## config.mk

```make
export PLATFORM = sky130hd
export DESIGN_NAME = alu_ctrl_seq
export DESIGN_NICKNAME = d
export VERILOG_FILES = /design/src/rtl/alu_pkg.sv /design/src/rtl/alu_funct_decode.sv /design/src/rtl/alu_ctrl_seq.sv
export SDC_FILE = /design/constraint.sdc
export NUM_CORES = 1
export LEC_CHECK = 0
export ABC_AREA = 1
export CELL_PAD_IN_SITES_DETAIL_PLACEMENT = 0
export CELL_PAD_IN_SITES_GLOBAL_PLACEMENT = 1
export CORE_MARGIN = 2
export CORE_UTILIZATION = 30
export CTS_BUF_LIST = sky130_fd_sc_hd__clkbuf_4 sky130_fd_sc_hd__clkbuf_8 sky130_fd_sc_hd__clkbuf_16
export DETAILED_ROUTE_END_ITERATION = 10
export GPL_TIMING_DRIVEN = 0
export PLACE_DENSITY = 0.74
export SLEW_MARGIN = 20
export SYNTH_ARGS = -nofsm -noshare
export SYNTH_HDL_FRONTEND = slang
export SYNTH_SLANG_ARGS = --single-unit
```

## constraint.sdc

```tcl
create_clock -name clk -period 1.42 [get_ports clk]
set_clock_uncertainty 0.15 [all_clocks]
set_input_delay 0.284 -clock clk [delete_from_list [all_inputs] [get_ports clk]]
set_output_delay 0.284 -clock clk [all_outputs]
set_load 0.01 [all_outputs]
```

## src/rtl/alu_pkg.sv

```systemverilog
// Shared ALU encodings for the ALU-control sequencer: ALU operation codes,
// R-type funct values, alu_op classes and the sequencer state type.
package alu_pkg;

  localparam logic [3:0] ALU_AND = 4'b0000;
  localparam logic [3:0] ALU_OR  = 4'b0001;
  localparam logic [3:0] ALU_ADD = 4'b0010;
  localparam logic [3:0] ALU_XOR = 4'b0100;
  localparam logic [3:0] ALU_MUL = 4'b0101;
  localparam logic [3:0] ALU_SUB = 4'b0110;
  localparam logic [3:0] ALU_SLT = 4'b0111;
  localparam logic [3:0] ALU_SLL = 4'b1000;
  localparam logic [3:0] ALU_SRL = 4'b1001;
  localparam logic [3:0] ALU_SRA = 4'b1010;
  localparam logic [3:0] ALU_DIV = 4'b1011;
  localparam logic [3:0] ALU_NOR = 4'b1100;

  localparam logic [5:0] FUNCT_ADD  = 6'b100000;
  localparam logic [5:0] FUNCT_SUB  = 6'b100010;
  localparam logic [5:0] FUNCT_AND  = 6'b100100;
  localparam logic [5:0] FUNCT_OR   = 6'b100101;
  localparam logic [5:0] FUNCT_XOR  = 6'b100110;
  localparam logic [5:0] FUNCT_NOR  = 6'b100111;
  localparam logic [5:0] FUNCT_SLT  = 6'b101010;
  localparam logic [5:0] FUNCT_SLL  = 6'b000000;
  localparam logic [5:0] FUNCT_SRL  = 6'b000010;
  localparam logic [5:0] FUNCT_SRA  = 6'b000011;
  localparam logic [5:0] FUNCT_MULT = 6'b011000;
  localparam logic [5:0] FUNCT_DIV  = 6'b011010;

  localparam logic [1:0] ALUOP_MEM    = 2'b00;
  localparam logic [1:0] ALUOP_BRANCH = 2'b01;
  localparam logic [1:0] ALUOP_RTYPE  = 2'b10;
  localparam logic [1:0] ALUOP_SLTI   = 2'b11;

  // Selects which latency a long op uses.
  localparam logic LAT_MULT = 1'b0;
  localparam logic LAT_DIV  = 1'b1;

  typedef enum logic [1:0] {
    IDLE = 2'd0,
    LONG = 2'd1,
    HOLD = 2'd2
  } seq_state_t;

endpackage

```

## src/rtl/alu_funct_decode.sv

```systemverilog
// Combinational decode of alu_op/funct into the ALU control code, an illegal
// flag, and whether the op is a multi-cycle one (and which latency applies).
module alu_funct_decode
  import alu_pkg::*;
(
  input  logic [1:0] alu_op,
  input  logic [5:0] funct,
  output logic [3:0] alu_control,
  output logic       illegal,
  output logic       is_long,
  output logic       lat_sel
);

  always_comb begin
    // NOTE: every output gets a default first so no path through the case
    // leaves one unassigned, which would infer a latch.
    alu_control = ALU_ADD;
    illegal     = 1'b0;
    is_long     = 1'b0;
    lat_sel     = LAT_MULT;
    unique case (alu_op)
      ALUOP_MEM:    alu_control = ALU_ADD;
      ALUOP_BRANCH: alu_control = ALU_SUB;
      ALUOP_SLTI:   alu_control = ALU_SLT;
      ALUOP_RTYPE: begin
        case (funct)
          FUNCT_ADD:  alu_control = ALU_ADD;
          FUNCT_SUB:  alu_control = ALU_SUB;
          FUNCT_AND:  alu_control = ALU_AND;
          FUNCT_OR:   alu_control = ALU_OR;
          FUNCT_XOR:  alu_control = ALU_XOR;
          FUNCT_NOR:  alu_control = ALU_NOR;
          FUNCT_SLT:  alu_control = ALU_SLT;
          FUNCT_SLL:  alu_control = ALU_SLL;
          FUNCT_SRL:  alu_control = ALU_SRL;
          FUNCT_SRA:  alu_control = ALU_SRA;
          FUNCT_MULT: begin
            alu_control = ALU_MUL;
            is_long     = 1'b1;
            lat_sel     = LAT_MULT;
          end
          FUNCT_DIV: begin
            alu_control = ALU_DIV;
            is_long     = 1'b1;
            lat_sel     = LAT_DIV;
          end
          // Unknown funct issues as a harmless add, flagged for the consumer.
          default: illegal = 1'b1;
        endcase
      end
      default: alu_control = ALU_ADD;
    endcase
  end

endmodule

```

## src/rtl/alu_ctrl_seq.sv

```systemverilog
// ALU-control sequencer: registers decoded alu_control behind a valid/ready
// handshake and stalls for MULT/DIV latency. Define ALU_CTRL_STATS_EN for counters.
module alu_ctrl_seq
  import alu_pkg::*;
#(
  parameter int unsigned MULT_LAT = 4,
  parameter int unsigned DIV_LAT  = 16,
  parameter int unsigned CNT_W    = 5
) (
  input  logic       clk,
  input  logic       rst_n,
  input  logic       in_valid,
  output logic       in_ready,
  input  logic [1:0] alu_op,
  input  logic [5:0] funct,
  output logic       out_valid,
  input  logic       out_ready,
  output logic [3:0] alu_control,
  output logic       illegal,
  output logic       busy
`ifdef ALU_CTRL_STATS_EN
  ,
  output logic [15:0] op_count,
  output logic [15:0] illegal_count
`endif
);

  // Counter preload is LAT-2: the accept edge and the LONG->HOLD edge each
  // account for one cycle. A latency of 1 skips LONG entirely.
  localparam logic MULT_MULTI = (MULT_LAT > 1);
  localparam logic DIV_MULTI  = (DIV_LAT > 1);
  localparam logic [CNT_W-1:0] MULT_INIT = CNT_W'((MULT_LAT > 1) ? MULT_LAT - 2 : 0);
  localparam logic [CNT_W-1:0] DIV_INIT  = CNT_W'((DIV_LAT > 1) ? DIV_LAT - 2 : 0);
  localparam logic [CNT_W-1:0] CNT_ONE   = CNT_W'(1);

  seq_state_t       state, state_next;
  logic [CNT_W-1:0] cnt, cnt_next;
  logic [3:0]       ctrl_next;
  logic             illegal_next;
  logic             load;

  logic [3:0]       dec_ctrl;
  logic             dec_illegal;
  logic             dec_long;
  logic             dec_lat_sel;
  logic             dec_multi;
  logic [CNT_W-1:0] dec_init;
  logic             accept;

  alu_funct_decode u_decode (
    .alu_op      (alu_op),
    .funct       (funct),
    .alu_control (dec_ctrl),
    .illegal     (dec_illegal),
    .is_long     (dec_long),
    .lat_sel     (dec_lat_sel)
  );

  assign in_ready  = (state == IDLE) || ((state == HOLD) && out_ready);
  assign accept    = in_valid && in_ready;
  assign out_valid = (state == HOLD);
  assign busy      = (state == LONG);

  assign dec_multi = dec_long && ((dec_lat_sel == LAT_DIV) ? DIV_MULTI : MULT_MULTI);
  assign dec_init  = (dec_lat_sel == LAT_DIV) ? DIV_INIT : MULT_INIT;

  always_comb begin
    state_next   = state;
    cnt_next     = cnt;
    ctrl_next    = alu_control;
    illegal_next = illegal;
    load         = 1'b0;
    unique case (state)
      IDLE: load = accept;
      LONG: begin
        if (cnt == '0) state_next = HOLD;
        else           cnt_next   = cnt - CNT_ONE;
      end
      HOLD: begin
        if (out_ready) begin
          load = accept;
          if (!accept) state_next = IDLE;
        end
      end
      default: state_next = IDLE;
    endcase

    // A new op loads identically from IDLE or from a completing HOLD.
    if (load) begin
      ctrl_next    = dec_ctrl;
      illegal_next = dec_illegal;
      if (dec_multi) begin
        state_next = LONG;
        cnt_next   = dec_init;
      end else begin
        state_next = HOLD;
      end
    end
  end

  always_ff @(posedge clk or negedge rst_n) begin
    if (!rst_n) begin
      state       <= IDLE;
      cnt         <= '0;
      alu_control <= ALU_ADD;
      illegal     <= 1'b0;
    end else begin
      // NOTE: non-blocking assignments so every register samples pre-edge values.
      state       <= state_next;
      cnt         <= cnt_next;
      alu_control <= ctrl_next;
      illegal     <= illegal_next;
    end
  end

`ifdef ALU_CTRL_STATS_EN
  always_ff @(posedge clk or negedge rst_n) begin
    if (!rst_n) begin
      op_count      <= '0;
      illegal_count <= '0;
    end else if (out_valid && out_ready) begin
      op_count <= op_count + 16'd1;
      if (illegal) illegal_count <= illegal_count + 16'd1;
    end
  end
`endif

endmodule

```

# Word-level counts from Yosys, hierarchy flattened
# Cells that the tools add are included.
totals:
  regBits: 12
  elab_cells: 56
classes:
  add_sub_neg: 1
  n_eq_ne: 20
  muxes: 21
  reduce_logical: 10
ops:
  columns: ["cell", "count"]
  rows:
  - ["$pmux 4 s11", 1]
  - ["$eq 6x6->1 const B", 7]
  - ["$mux 5", 4]
  - ["$pmux 4 s4", 1]
  - ["$eq 6x2->1 const B", 2]
  - ["$eq 6x5->1 const B", 2]
  - ["$reduce_or 12->1", 1]
  - ["$mux 2", 5]
  - ["$mux 1", 7]
  - ["$eq 2x2->1 const B", 3]
  - ["$logic_not 6->1", 1]
  - ["$ne 3x1->1 const B", 2]
  - ["$pmux 2 s3", 1]
  - ["$logic_not 5->1", 1]
  - ["$sub 5x1->5 const B", 1]
  - ["$eq 2x1->1 const B", 2]
  - ["$logic_not 2->1", 2]
  - ["$mux 4", 1]
  - ["$reduce_and 4->1", 1]
  - ["$ne 3x3->1 const B", 1]
  - ["$logic_and 1x1->1", 2]
  - ["$ne 2x2->1 const B", 1]
  - ["$pmux 1 s2", 1]
  - ["$reduce_or 2->1", 1]
  - ["$logic_or 1x1->1", 1]

# Depth between registers and ports, before layout
depth:
  ltp_word: 8
  ltp_mapped: 9
  depth_no_buf: 9

# Hierarchy
# From an unflattened synthesis, not the netlist that was laid out.
unflattened:
  hier_cells: 144
  area_unflattened_um2: 917.1
modules_own_cells:
  columns: ["module", "instances", "cells_each", "area_each_um2", "seq_area_each_um2"]
  rows:
  - ["alu_ctrl_seq", 1, 81, 614.3, 301.5]
  - ["alu_funct_decode", 1, 63, 302.8, 0.0]

# Least setup slack after synthesis
# OpenSTA, ideal clock, no wires.
synth_path:
  kind: "reg2reg"
  from: "reg cnt[0]"
  to: "reg cnt[2]"
  arrival_time_ps: 1132
  slack_ps: 73
  stages_incl_launch_ff: 8
  n_path_buf: 0
  period_less_slack_ps: 1347
  path_cell_list: "dfrtp_1 -> inv_1 -> ha_1 -> inv_1 -> or2_2 -> o21ai_0 -> nand2_1 -> nand2_1"
synth_via:
  elab_chain_cells: 5
synth_lines:
  columns: ["item", "line", "source"]
  rows:
  - ["start: declaration", "alu_ctrl_seq.sv:37", "logic [CNT_W-1:0] cnt, cnt_next;"]
  - ["start signal: assignment", "alu_ctrl_seq.sv:110", "cnt <= cnt_next;"]
  - ["$sub 5x1->5 / $logic_not 5->1 (equally long branches)", "alu_ctrl_seq.sv:77, alu_ctrl_seq.sv:76", null]
  - ["$mux 5 (*)", "alu_ctrl_seq.sv:76", "if (cnt == '0) state_next = HOLD;"]
  - ["$mux 5 (*)", "alu_ctrl_seq.sv:73", "unique case (state)"]
  - ["$mux 5", "alu_ctrl_seq.sv:92", "if (dec_multi) begin"]
  - ["$mux 5 (*)", "alu_ctrl_seq.sv:89", "if (load) begin"]
  - ["net cnt_next[2]", "alu_ctrl_seq.sv:37", null]
# The timed path passes the listed nets; every way through them passes the cells marked *.
# A chain may end at the register's enable or synchronous reset.

# Worst setup path after layout
layout_path:
  from: "reg state[1]"
  to: "out in_ready"
layout_via:
  elab_chain_cells: 3
layout_lines:
  columns: ["item", "line", "source"]
  rows:
  - ["start: declaration", "alu_ctrl_seq.sv:36", "seq_state_t state, state_next;"]
  - ["start signal: assignment", "alu_ctrl_seq.sv:109", "state <= state_next;"]
  - ["$eq 2x2->1", "alu_ctrl_seq.sv:59", "assign in_ready = (state == IDLE) || ((state == HOLD) && out_ready);"]
  - ["$logic_and 1x1->1", "alu_ctrl_seq.sv:59", null]
  - ["$logic_or 1x1->1 (*)", "alu_ctrl_seq.sv:59", null]
  - ["end: declaration", "alu_ctrl_seq.sv:13", "output logic in_ready,"]
# Mark *: on every way between the ends. The rest lies on a longest branch, timed or not.

==> results.md <==
- CORE AREA: around 2700 µm²
- Via-per-instance ratio: ~4.6
- Num CTS Buffers: 3
- Layout cells sized above 1: approximately a third
- CP Launch Type: flip-flop
- Final setup viols: 2
- Final hold viol count: 0
- RSZ-0062 raised after global routing: yes
- Design Power: just under 0.001 W
- Synth Flop Type: dfrtp_1
- Post-CTS Hold Buffers: 0
- Worst-margin pin slew: 0.5433 ns
- Nets: 173
- Reg2Reg Setup Slack: -0.02 ns
- Die W: 56.82 µm
- Root buf cell: clkbuf_4
- PD cells: a little under 800 nW/µm²
- Pin count of the biggest net entering global routing: 13
- DP HPWL: about 1.5 mm
- Routability congestion estimate: 0.8366
- CTS clk-pin slew, worst paths: 0.08 ns
- GRT Util Overall: between 10 and 15%
- WS Path Type: reg2out
- Die height: ~57 µm
- Status: finished, violations left
- Number of port buffers: 19
- Placed insts: 170
- WL per Instance: roughly 11 µm
- Worst IR drop on VDD: 0.5302 mV
- Max transition margin: 63.67%
- Initial core utilization: a little under a third
- Fmax: between 600 and 700 MHz
- Hold Path Class: in2async
- Most numerous cell in the Yosys netlist: nand2_1
- Unique masters post-synth: 24
- Vias: between 800 and 900
- Initial antenna violation count: 0
- Fin worst setup slack: -0.05262 ns
- Synth cell count leaders: 33 x nand2_1, 16 x inv_1, 16 x nor2_1
- Synthesized area per cell: ~7.0 µm²
- YS warnings: 0
- CP Capture Type: output pin
- Syn Nets: 133
- Die area: approximately 3200 µm²
- Static Leak: 0.6702 nW
- Post-route DRC: 0
- # fillers: 286
- Diode count: 0
- # H-tree levels: 1
- Layout Area Growth over Synthesis: 51.42%
- Vias in the first global route: 810
- Setup TNS: -0.07172 ns
- Post-route clock period utilization: 103.7%
- Drt first-iter violations: 18
- Global-route wire length before repair: 3.505 mm
- CTS Buffer Depth: 2
- Critical Path RT: ~0.99 ns
- Clock Latency Late Sink: 0.27 ns
- Failing checks: negative setup slack
- Area of the mapped netlist: around 840 µm²
- Row cnt: 19
- GR Overflow Total: 0
- ANT nets after route: 0
- CTS Sinks: 12
- Crit-path max FO: 3
- Mapped Cells: 120
- TritonRoute pass-1 iters: 4
- Setup slack after placement: -0.4768 ns
- Register bit count reported by yosys: 12
- Finished Core Util: a little under half
- Post-synth EDFFs: 0
- CP arrival: ~1.0 ns
- MaxCap Viol Count: 0
- TritonCTS clock tree: yes
- Dominant cells by area after synthesis: dfrtp_1 33%, nand2_1 15%, inv_1 7.2%
- WL final: approximately 2.2 mm
- Minimum clock period: between 1 and 1.5 ns
- Top Ports: 20
- Synth area leader: dfrtp_1
- Asr flop ratio synth: 100.0%
- Seq/Total Area, Yosys: a little over a third
- Final non-filler cell total: 190
- Top cell type's share of synthesized area: 32.88%
- Slew Limit Fails: 0
-- cells in the final DEF, fill, tap and decap left out, types with 2 or more instances in the layout --
cell type and n:
o21ai_0 6, nand2_1 30, dfrtp_1 11, nor2_1 12, inv_1 12, nor2_4 4
clkdlybuf4s50_1 4, or2_0 2, dlymetal6s2s_1 2, nand3b_1 2, buf_2 2, nand2_2 2
buf_4 14, inv_2 7, nand3_1 9, nor2_2 6, clkbuf_4 4, dlygate4sd2_1 8
o21ai_1 2, buf_6 4, nand2_4 2
-- worst max-delay path, stage by stage, from the launching register on --
cell	delay, ns
dfrtp_1	0.37
inv_2	0.08
nor2_2	0.07
nor2_4	0.14
buf_6	0.11
-- metrics by stage --
| step | hold slack (ns) | area [µm²] |
|---|---|---|
| floorplan | -0.1616 | 837.1 |
| global placement | 0.3132 | 1066 |
| detailed placement | 0.3239 | 1066 |
| CTS | 0.2306 | 1199 |
| global route | 0.2523 | 1267 |
| finish | 0.2153 | 1267 |
-- final cells by class --
type / count / area, µm² / share of cell area [%]
sequential: 12 / 301.5 / 23.79
inverter: 19 / 71.32 / 5.627
multi-input combinational: 89 / 520.5 / 41.07
timing repair buffer: 35 / 305.3 / 24.09
clock buffer: 4 / 30.03 / 2.369
tap: 31 / 38.79 / 3.060
-- path summary, 6_finish.rpt --
| path | from | to | cells after the start |
|---|---|---|---|
| setup / recovery | state[1] | in_ready | 4 |
| hold / removal | rst_n | cnt[4] | 1 |
| setup reg to reg | cnt[0] | cnt[0] | 7 |
| hold reg to reg | alu_control[3] | alu_control[3] | 2 |
| max in group asynchronous | rst_n | alu_control[1] | 1 |
| min in group clk | funct[1] | cnt[3] | 3 |
-- cells by family after synthesis --
logic type	count (synthesis)	share of synthesized area [%]
AOI/OAI and AO/OA	13	8.970
adders and majority gates	1	1.495
buffers and inverters	19	8.520
DFF	12	36.02
and+or+nand+nor	75	44.99
-- repair_timing --
| item | CTS | global route |
|---|---|---|
| setup endpoints to repair | 17 | 15 |
| buffers inserted | 13 | 3 |
| hold endpoints to repair | 0 | 0 |
| gates resized for setup | 38 | 13 |
| pin swaps | 11 | 7 |
-- where the power goes --
group          internal [W]  switching (W)
Clock              0.000128       0.000111
Sequential         0.000379      0.0000262
Combinational      0.000165       0.000176
Total              0.000672       0.000313
-- registers in the layout (all words and copies together) (netlist names) --
register / count
illegal: 1
state: 2
cnt: 5
alu_control: 4
-- routing by layer --
layer / part of all wire [%] / track usage [%] / up-vias / wire length (µm)
met2: 53 / 24.09 / 22 / 1162
li1: - / - / 457 / -
met1: 43 / 17.12 / 390 / 941
met4: 0 / 7.973 / 0 / 0
met3: 3.2 / 1.152 / 0 / 69
met5: 0 / 0 / - / 0
Power figures use the tool's default switching activity.
